<file path="src/rtl/rtc_pkg.sv">
// rtc_pkg: write-select encoding and calendar helper functions shared by the RTC files
package rtc_pkg;

    localparam logic [2:0] SEL_SEC  = 3'd0;
    localparam logic [2:0] SEL_MIN  = 3'd1;
    localparam logic [2:0] SEL_HR   = 3'd2;
    localparam logic [2:0] SEL_DAY  = 3'd3;
    localparam logic [2:0] SEL_MON  = 3'd4;
    localparam logic [2:0] SEL_YEAR = 3'd5;
    localparam logic [2:0] SEL_WDAY = 3'd6;

    function automatic logic is_leap(input logic [31:0] yy);
        return ((yy % 32'd4 == 32'd0) && (yy % 32'd100 != 32'd0)) || (yy % 32'd400 == 32'd0);
    endfunction

    function automatic logic [4:0] days_in_month(input logic [3:0] mm, input logic [31:0] yy);
        return (mm == 4'd2) ? (is_leap(yy) ? 5'd29 : 5'd28) :
               (mm == 4'd4 || mm == 4'd6 || mm == 4'd9 || mm == 4'd11) ? 5'd30 : 5'd31;
    endfunction

endpackage

</file>
<file path="src/rtl/rtc_calendar_if.sv">
// rtc_calendar_if: field-write port, alarm controls and calendar outputs of the RTC
interface rtc_calendar_if #(
    parameter int YEAR_W = 12
);
    logic              wr_en;
    logic [2:0]        wr_sel;
    logic [YEAR_W-1:0] wr_data;
    logic              wr_err;
    logic              alm_en;
    logic [4:0]        alm_hr;
    logic [5:0]        alm_min;
    logic              alm_clr;
    logic              alarm_irq;
    logic              sec_tick;
    logic [5:0]        sec;
    logic [5:0]        min;
    logic [4:0]        hr;
    logic [4:0]        dd;
    logic [3:0]        mm;
    logic [YEAR_W-1:0] yy;
    logic [2:0]        ww;

    modport master (
        output wr_en, wr_sel, wr_data, alm_en, alm_hr, alm_min, alm_clr,
        input  wr_err, alarm_irq, sec_tick, sec, min, hr, dd, mm, yy, ww
    );

    modport slave (
        input  wr_en, wr_sel, wr_data, alm_en, alm_hr, alm_min, alm_clr,
        output wr_err, alarm_irq, sec_tick, sec, min, hr, dd, mm, yy, ww
    );
endinterface

</file>
<file path="src/rtl/rtc_prescaler.sv">
// rtc_prescaler: divides clk down to a raw one-second tick, re-phasable by clr
module rtc_prescaler #(
    parameter int CLK_DIV = 50_000_000
) (
    input  logic clk,
    input  logic res,
    input  logic clr,
    output logic tick
);
    localparam int CW = (CLK_DIV > 1) ? $clog2(CLK_DIV) : 1;
    localparam logic [CW-1:0] LAST = CW'(CLK_DIV - 1);

    logic [CW-1:0] cnt_q, cnt_d;

    assign tick = (cnt_q == LAST);

    // next count: wrap on the last cycle of the second or on a re-phase request
    always_comb cnt_d = (clr || tick) ? '0 : cnt_q + CW'(1);

    // count register, synchronous active-low reset
    always_ff @(posedge clk) cnt_q <= !res ? '0 : cnt_d;
endmodule

</file>
<file path="src/rtl/rtc_calendar.sv">
// rtc_calendar: real-time clock/calendar with validated field writes and hh:mm alarm
module rtc_calendar
    import rtc_pkg::*;
#(
    parameter int CLK_DIV   = 50_000_000,
    parameter int YEAR_W    = 12,
    parameter int BASE_YEAR = 2016,
    parameter int BASE_WDAY = 5
) (
    input logic         clk,
    input logic         res,
    rtc_calendar_if.slave bus
);
    localparam logic [YEAR_W-1:0] BASE_YY = YEAR_W'(BASE_YEAR);
    localparam logic [2:0]        BASE_WW = 3'(BASE_WDAY);

    logic [5:0]        sec_q, sec_d, min_q, min_d, t_sec, t_min;
    logic [4:0]        hr_q, hr_d, dd_q, dd_d, t_hr, t_dd;
    logic [3:0]        mm_q, mm_d, t_mm;
    logic [YEAR_W-1:0] yy_q, yy_d, t_yy, data;
    logic [2:0]        ww_q, ww_d, t_ww, sel;
    logic              pend_q, pend_d, err_q, err_d, tick_q, tick_d, irq_q, irq_d;
    logic [4:0]        dim_cur, dim_wm, dim_wy;
    logic              raw, do_tick, wr_ok, sec_wr, c_min, c_hr, c_day, c_mon, c_yr;

    rtc_prescaler #(.CLK_DIV(CLK_DIV)) u_pre (
        .clk  (clk),
        .res  (res),
        .clr  (sec_wr),
        .tick (raw)
    );

    // validate writes, ripple the one-second carry chain, and pick tick vs. write update
    always_comb begin
        data    = bus.wr_data;
        sel     = bus.wr_sel;
        dim_cur = days_in_month(mm_q, 32'(yy_q));
        dim_wm  = days_in_month(data[3:0], 32'(yy_q));
        dim_wy  = days_in_month(mm_q, 32'(data));
        wr_ok   = bus.wr_en && (
                  (sel == SEL_SEC || sel == SEL_MIN) ? (data < YEAR_W'(60)) :
                  (sel == SEL_HR)   ? (data < YEAR_W'(24)) :
                  (sel == SEL_DAY)  ? (data >= YEAR_W'(1) && data <= YEAR_W'(dim_cur)) :
                  (sel == SEL_MON)  ? (data >= YEAR_W'(1) && data <= YEAR_W'(12)) :
                  (sel == SEL_YEAR) ? 1'b1 :
                  (sel == SEL_WDAY) ? (data < YEAR_W'(7)) : 1'b0);
        sec_wr  = wr_ok && sel == SEL_SEC;
        // a tick that lands on a write cycle waits one cycle; a seconds write discards it
        do_tick = !bus.wr_en && (raw || pend_q);
        pend_d  = bus.wr_en && (raw || pend_q) && !sec_wr;
        c_min   = sec_q == 6'd59;
        c_hr    = c_min && min_q == 6'd59;
        c_day   = c_hr && hr_q == 5'd23;
        c_mon   = c_day && dd_q == dim_cur;
        c_yr    = c_mon && mm_q == 4'd12;
        t_sec   = c_min ? 6'd0 : sec_q + 6'd1;
        t_min   = !c_min ? min_q : c_hr ? 6'd0 : min_q + 6'd1;
        t_hr    = !c_hr ? hr_q : c_day ? 5'd0 : hr_q + 5'd1;
        t_ww    = !c_day ? ww_q : (ww_q == 3'd6) ? 3'd0 : ww_q + 3'd1;
        t_dd    = !c_day ? dd_q : c_mon ? 5'd1 : dd_q + 5'd1;
        t_mm    = !c_mon ? mm_q : c_yr ? 4'd1 : mm_q + 4'd1;
        t_yy    = !c_yr ? yy_q : (yy_q == '1) ? BASE_YY : yy_q + YEAR_W'(1);
        sec_d   = do_tick ? t_sec : sec_wr ? data[5:0] : sec_q;
        min_d   = do_tick ? t_min : (wr_ok && sel == SEL_MIN) ? data[5:0] : min_q;
        hr_d    = do_tick ? t_hr : (wr_ok && sel == SEL_HR) ? data[4:0] : hr_q;
        ww_d    = do_tick ? t_ww : (wr_ok && sel == SEL_WDAY) ? data[2:0] : ww_q;
        mm_d    = do_tick ? t_mm : (wr_ok && sel == SEL_MON) ? data[3:0] : mm_q;
        yy_d    = do_tick ? t_yy : (wr_ok && sel == SEL_YEAR) ? data : yy_q;
        // month or year writes pull the day back inside the new month length
        dd_d    = do_tick ? t_dd :
                  (wr_ok && sel == SEL_DAY)  ? data[4:0] :
                  (wr_ok && sel == SEL_MON)  ? ((dd_q > dim_wm) ? dim_wm : dd_q) :
                  (wr_ok && sel == SEL_YEAR) ? ((dd_q > dim_wy) ? dim_wy : dd_q) : dd_q;
        err_d   = bus.wr_en && !wr_ok;
        tick_d  = do_tick;
        // only a counted second can raise the alarm; a new match beats a same-cycle clear
        irq_d   = (do_tick && bus.alm_en && t_hr == bus.alm_hr && t_min == bus.alm_min
                   && t_sec == 6'd0) || (irq_q && !bus.alm_clr);
    end

    // calendar, pending-tick and flag registers, synchronous active-low reset
    always_ff @(posedge clk) begin
        if (!res) begin
            sec_q  <= '0;
            min_q  <= '0;
            hr_q   <= '0;
            dd_q   <= 5'd1;
            mm_q   <= 4'd1;
            yy_q   <= BASE_YY;
            ww_q   <= BASE_WW;
            pend_q <= 1'b0;
            err_q  <= 1'b0;
            tick_q <= 1'b0;
            irq_q  <= 1'b0;
        end else begin
            sec_q  <= sec_d;
            min_q  <= min_d;
            hr_q   <= hr_d;
            dd_q   <= dd_d;
            mm_q   <= mm_d;
            yy_q   <= yy_d;
            ww_q   <= ww_d;
            pend_q <= pend_d;
            err_q  <= err_d;
            tick_q <= tick_d;
            irq_q  <= irq_d;
        end
    end

    assign bus.sec       = sec_q;
    assign bus.min       = min_q;
    assign bus.hr        = hr_q;
    assign bus.dd        = dd_q;
    assign bus.mm        = mm_q;
    assign bus.yy        = yy_q;
    assign bus.ww        = ww_q;
    assign bus.wr_err    = err_q;
    assign bus.sec_tick  = tick_q;
    assign bus.alarm_irq = irq_q;
endmodule
</file>
<file path="src/flat_wrapper.sv">
// flat-port wrapper written by rule: the top's interface ports become plain ports
module rtc_calendar_flat import rtc_pkg::*;
#(
    parameter int CLK_DIV   = 50_000_000,
    parameter int YEAR_W    = 12,
    parameter int BASE_YEAR = 2016,
    parameter int BASE_WDAY = 5
)
  (clk, res, bus_wr_en, bus_wr_sel, bus_wr_data, bus_alm_en, bus_alm_hr, bus_alm_min, bus_alm_clr, bus_wr_err, bus_alarm_irq, bus_sec_tick, bus_sec, bus_min, bus_hr, bus_dd, bus_mm, bus_yy, bus_ww);
  rtc_calendar_if #(.YEAR_W(YEAR_W)) bus_i ();
  input logic clk;
  input logic res;
  input wire logic [$bits(bus_i.wr_en)-1:0] bus_wr_en;
  input wire logic [$bits(bus_i.wr_sel)-1:0] bus_wr_sel;
  input wire logic [$bits(bus_i.wr_data)-1:0] bus_wr_data;
  input wire logic [$bits(bus_i.alm_en)-1:0] bus_alm_en;
  input wire logic [$bits(bus_i.alm_hr)-1:0] bus_alm_hr;
  input wire logic [$bits(bus_i.alm_min)-1:0] bus_alm_min;
  input wire logic [$bits(bus_i.alm_clr)-1:0] bus_alm_clr;
  output wire logic [$bits(bus_i.wr_err)-1:0] bus_wr_err;
  output wire logic [$bits(bus_i.alarm_irq)-1:0] bus_alarm_irq;
  output wire logic [$bits(bus_i.sec_tick)-1:0] bus_sec_tick;
  output wire logic [$bits(bus_i.sec)-1:0] bus_sec;
  output wire logic [$bits(bus_i.min)-1:0] bus_min;
  output wire logic [$bits(bus_i.hr)-1:0] bus_hr;
  output wire logic [$bits(bus_i.dd)-1:0] bus_dd;
  output wire logic [$bits(bus_i.mm)-1:0] bus_mm;
  output wire logic [$bits(bus_i.yy)-1:0] bus_yy;
  output wire logic [$bits(bus_i.ww)-1:0] bus_ww;
  assign bus_i.wr_en = bus_wr_en;
  assign bus_i.wr_sel = bus_wr_sel;
  assign bus_i.wr_data = bus_wr_data;
  assign bus_i.alm_en = bus_alm_en;
  assign bus_i.alm_hr = bus_alm_hr;
  assign bus_i.alm_min = bus_alm_min;
  assign bus_i.alm_clr = bus_alm_clr;
  assign bus_wr_err = bus_i.wr_err;
  assign bus_alarm_irq = bus_i.alarm_irq;
  assign bus_sec_tick = bus_i.sec_tick;
  assign bus_sec = bus_i.sec;
  assign bus_min = bus_i.min;
  assign bus_hr = bus_i.hr;
  assign bus_dd = bus_i.dd;
  assign bus_mm = bus_i.mm;
  assign bus_yy = bus_i.yy;
  assign bus_ww = bus_i.ww;
  rtc_calendar #(.CLK_DIV(CLK_DIV), .YEAR_W(YEAR_W), .BASE_YEAR(BASE_YEAR), .BASE_WDAY(BASE_WDAY)) u_core (.clk(clk), .res(res), .bus(bus_i));
endmodule
</file>
<file path="config.mk">
export PLATFORM = sky130hd
export DESIGN_NAME = rtc_calendar_flat
export DESIGN_NICKNAME = d
export VERILOG_FILES = /design/src/rtl/rtc_pkg.sv /design/src/rtl/rtc_calendar_if.sv /design/src/rtl/rtc_prescaler.sv /design/src/rtl/rtc_calendar.sv /design/src/flat_wrapper.sv
export SDC_FILE = /design/constraint.sdc
export NUM_CORES = 1
export LEC_CHECK = 0
export BUFFER_PORTS_ARGS = -buffer_cell sky130_fd_sc_hd__buf_4
export CAP_MARGIN = 20
export CELL_PAD_IN_SITES_DETAIL_PLACEMENT = 0
export CELL_PAD_IN_SITES_GLOBAL_PLACEMENT = 1
export CORE_ASPECT_RATIO = 1.5
export CORE_MARGIN = 5
export CORE_UTILIZATION = 44
export CTS_CLUSTER_DIAMETER = 50
export DETAILED_ROUTE_END_ITERATION = 12
export PLACE_DENSITY_LB_ADDON = 0.1
export SYNTH_ARGS = -nofsm -noshare
export SYNTH_HDL_FRONTEND = slang
export SYNTH_SLANG_ARGS = --single-unit
export TNS_END_PERCENT = 30
</file>
<file path="constraint.sdc">
create_clock -name clk -period 8.4 [get_ports clk]
set_input_delay 1.68 -clock clk [delete_from_list [all_inputs] [get_ports clk]]
set_output_delay 1.68 -clock clk [all_outputs]
set_load 0.005 [all_outputs]
</file>
==> metrics.txt <==
outcome finished, final reports clean; setup violation total in the final timing report 0; layout net count 1114; insertion delay of the later-clocked pin in the worst-skew pair 0.34 ns; FF+latch count, synth 71; Yosys top cell by area sky130_fd_sc_hd__dfxtp_1; share of the yosys chip area belonging to registers 20.0%; GRT Residual Overflow 0; Worst setup SP type flop; total placed instance area 7790 sq um; final sum of negative setup slack 0 ns; clock net sink count 71; count of standard-cell rows 57; dpl hpwl 16.4 mm; total power divided by cell area 119 nW/um^2; Clock Root Buffer sky130_fd_sc_hd__clkbuf_16; transition time of the tightest slew-check pin 0.857 ns; critical path required time 8.64 ns; number of filler instances in the final layout 1672; routed vias 7843; Place WS 0.748 ns; CP most frequent cell sky130_fd_sc_hd__nand2_1; post-route minimum period 7.73 ns; layout overhead on the synthesized area 14.6%; Final ANT Viol Nets 0; Lkg Pwr 3.08 nW; synthesized instance count 1016; final setup margin 0.674 ns; category of cells accounting for the largest share of critical-path delay simple AND/OR/NAND/NOR gates; y dimension of the die 166 um; TritonCTS clock tree built; sort of element at the end of the critical path flop; portion of synthesized cell area occupied by the leading cell type 20.0%; Max Fanout on Critical Path 24; worst clock skew 0.00991 ns; source of the worst register-to-register timing path u_core.bus.yy[7]; number of iterations in the first detailed-routing pass 6; mean area per synthesized cell 6.99 sq um; fraction of layout cells with a size suffix above 1 13.9%; crit path buf inv count 2; Starting Density 44.2%; full die area 18800 sq um; top-level port count 75; initial antenna violation count 0; number of vias per cell after detailed routing 6.16; relative slew slack 42.4%; final WL 22.3 mm; clock slew seen by the registers of the worst setup and hold paths 0.07 ns; hold violation count in the final report 0; CTS Buf Count 9; final-report max-slew violation count 0; Post-synth ARST share 0%; drt wl/cell 17.5 um; count of routing violations after the opening detailed-route iteration 379; Distinct cells, synth 88; share of the clock period used by the worst path after layout 92.0%; number of nets in the synthesized netlist 1067; Crit-path slowest cell sky130_fd_sc_hd__xnor2_1; count of flip-flops with a built-in enable after synthesis 0; H-Tree Depth 3; drc violations 0; post-layout instance area 8130 sq um; port bufs 74; longest individual stage delay on the worst path 0.56 ns; Peak supply drop 73.3 uV; setup repair after global routing missed its margin false; Primary FF master, synth sky130_fd_sc_hd__dfxtp_1; type of the worst min-delay path flop to flop; Worst setup startpoint u_core.bus.yy[7]; buffers from clock root to sink, at most 2; Achievable Freq 129 MHz; post-synthesis instance area 7100 sq um; wire length of the first global-routing pass 36.2 mm; core box area 16000 sq um; maximum number of pins on one net before global-route repair 56; Power Total 0.970 mW; top area cells in the synthesized netlist sky130_fd_sc_hd__dfxtp_1 (20%), sky130_fd_sc_hd__nor2_1 (6.2%), sky130_fd_sc_hd__a21oi_1 (5.4%), sky130_fd_sc_hd__nand2_1 (4.7%), sky130_fd_sc_hd__xnor2_1 (3.9%); data arrival time of the critical path 7.97 ns; count of maximum capacitance violations 0; DIE WIDTH 114 um; count of yosys warnings during synthesis 0; antenna diode count 0; number of global-route vias before repair 7212; kind of critical path flop to flop; hold path start u_core.u_pre.cnt_q[0]; last weighted congestion value of the routability-driven placer 0.927; overall track demand over capacity in global routing 23.3%
[layout make-up]
cell class                 count  area, sq um  area share (%)
multi-input combinational    846         5280            65.0
clock inverter                 7         61.3           0.754
timing repair buffer         100          751            9.23
inverter                      35          131            1.62
clock buffer                   9          225            2.77
sequential                    71         1420            17.5
tap                          206          258            3.17
[sequential cells by signal (all words and copies together) (netlist names)]
signal / flops
u_core.u_pre.cnt_q: 26
u_core.bus.yy: 12
u_core.bus.min: 6
u_core.bus.sec: 6
u_core.bus.dd: 5
u_core.bus.hr: 5
u_core.bus.mm: 4
u_core.bus.ww: 3
u_core.bus.alarm_irq: 1
u_core.bus.sec_tick: 1
u_core.bus.wr_err: 1
u_core.pend_q: 1
[per-layer routing]
metal / share of wire [%] / wire, um / track usage (%) / vias up
met5: 0 / 0 / 0 / -
met3: 4.1 / 907 / 3.54 / 48
met1: 42 / 9470 / 28.4 / 3670
li1: - / - / - / 3908
met4: 3.1 / 684 / 9.84 / 0
met2: 50 / 11200 / 40.6 / 217
[per-stage QoR]
step / util, % / std cells / hold slack, ns
2_1_floorplan: - / 1016 / 0.430
3_3_place_gp: 48.5 / 1251 / 0.451
3_5_place_dp: 48.5 / 1251 / 0.458
4_1_cts: 50.3 / 1267 / 0.472
5_1_grt: 50.7 / 1274 / 0.500
6_report: 50.7 / 1274 / 0.464
[cell usage in the layout (no fill, tap or decap), types with 20 or more instances in the layout]
cell	n
sky130_fd_sc_hd__dfxtp_1	71
sky130_fd_sc_hd__nand3_1	55
sky130_fd_sc_hd__o211ai_1	25
sky130_fd_sc_hd__xor2_1	25
sky130_fd_sc_hd__nand4_1	24
sky130_fd_sc_hd__inv_1	34
sky130_fd_sc_hd__ha_1	20
sky130_fd_sc_hd__a21oi_1	77
sky130_fd_sc_hd__o21ai_0	54
sky130_fd_sc_hd__nand2_1	89
sky130_fd_sc_hd__xnor2_1	32
sky130_fd_sc_hd__buf_4	100
sky130_fd_sc_hd__a211oi_1	25
sky130_fd_sc_hd__nor2_1	117
sky130_fd_sc_hd__nor3_1	41
[where the power goes]
group	internal, mW	switching [mW]
Clock	0.206	0.169
Combinational	0.101	0.149
Sequential	0.340	0.00504
[worst reg2reg max path, delay by kind of cell, from the launching register on]
kind,cells,cell delay [ns]
compound gates,13,2.51
xor+xnor,1,0.56
flops,1,0.46
buf+inv,2,0.34
simple gates,17,3.18
fa+ha+maj,2,0.56
[cells by family after synthesis]
family / after synthesis / share of synthesized area [%]
AOI/OAI and AO/OA: 329 / 32.2
xor gates and xnor gates: 57 / 7.03
adders and majority gates: 20 / 3.53
buffers and inverters: 99 / 5.64
DFF: 71 / 20.0
muxes: 12 / 1.75
and+or+nand+nor: 428 / 29.8
[cell usage after synthesis, drive strengths merged, types with 5 or more instances]
cell type,instances
o2bb2ai,5
inv,34
o22ai,9
a32oi,9
a21boi,8
a211oi,29
nand3,55
o221ai,5
or2,10
and3,14
dfxtp,71
a211o,6
nor2b,12
nand2,89
buf,15
o21a,10
clkbuf,49
o211ai,25
xnor2,32
nand3b,8
nand4,24
nor4,10
nor2,118
nor3,44
a21oi,78
o21ai,57
a21o,10
and2,7
xor2,25
ha,20
a31oi,14
mux2i,9
o311ai,5
or3,17
[worst paths after layout]
path,depth (start not counted),slack (ns),endpoint
setup reg to reg,35,0.67,u_core.bus.yy[3]
setup / recovery,35,0.67,u_core.bus.yy[3]
hold reg to reg,1,0.46,u_core.u_pre.cnt_q[0]
hold / removal,1,0.46,u_core.u_pre.cnt_q[0]
[what timing repair did]
item,in CTS,in global routing
gates resized for setup,0,1
buffers inserted,0,7
hold buffers,0,0
endpoints found under the setup margin,0,24
No activity file was read; power rests on OpenSTA's default activity.
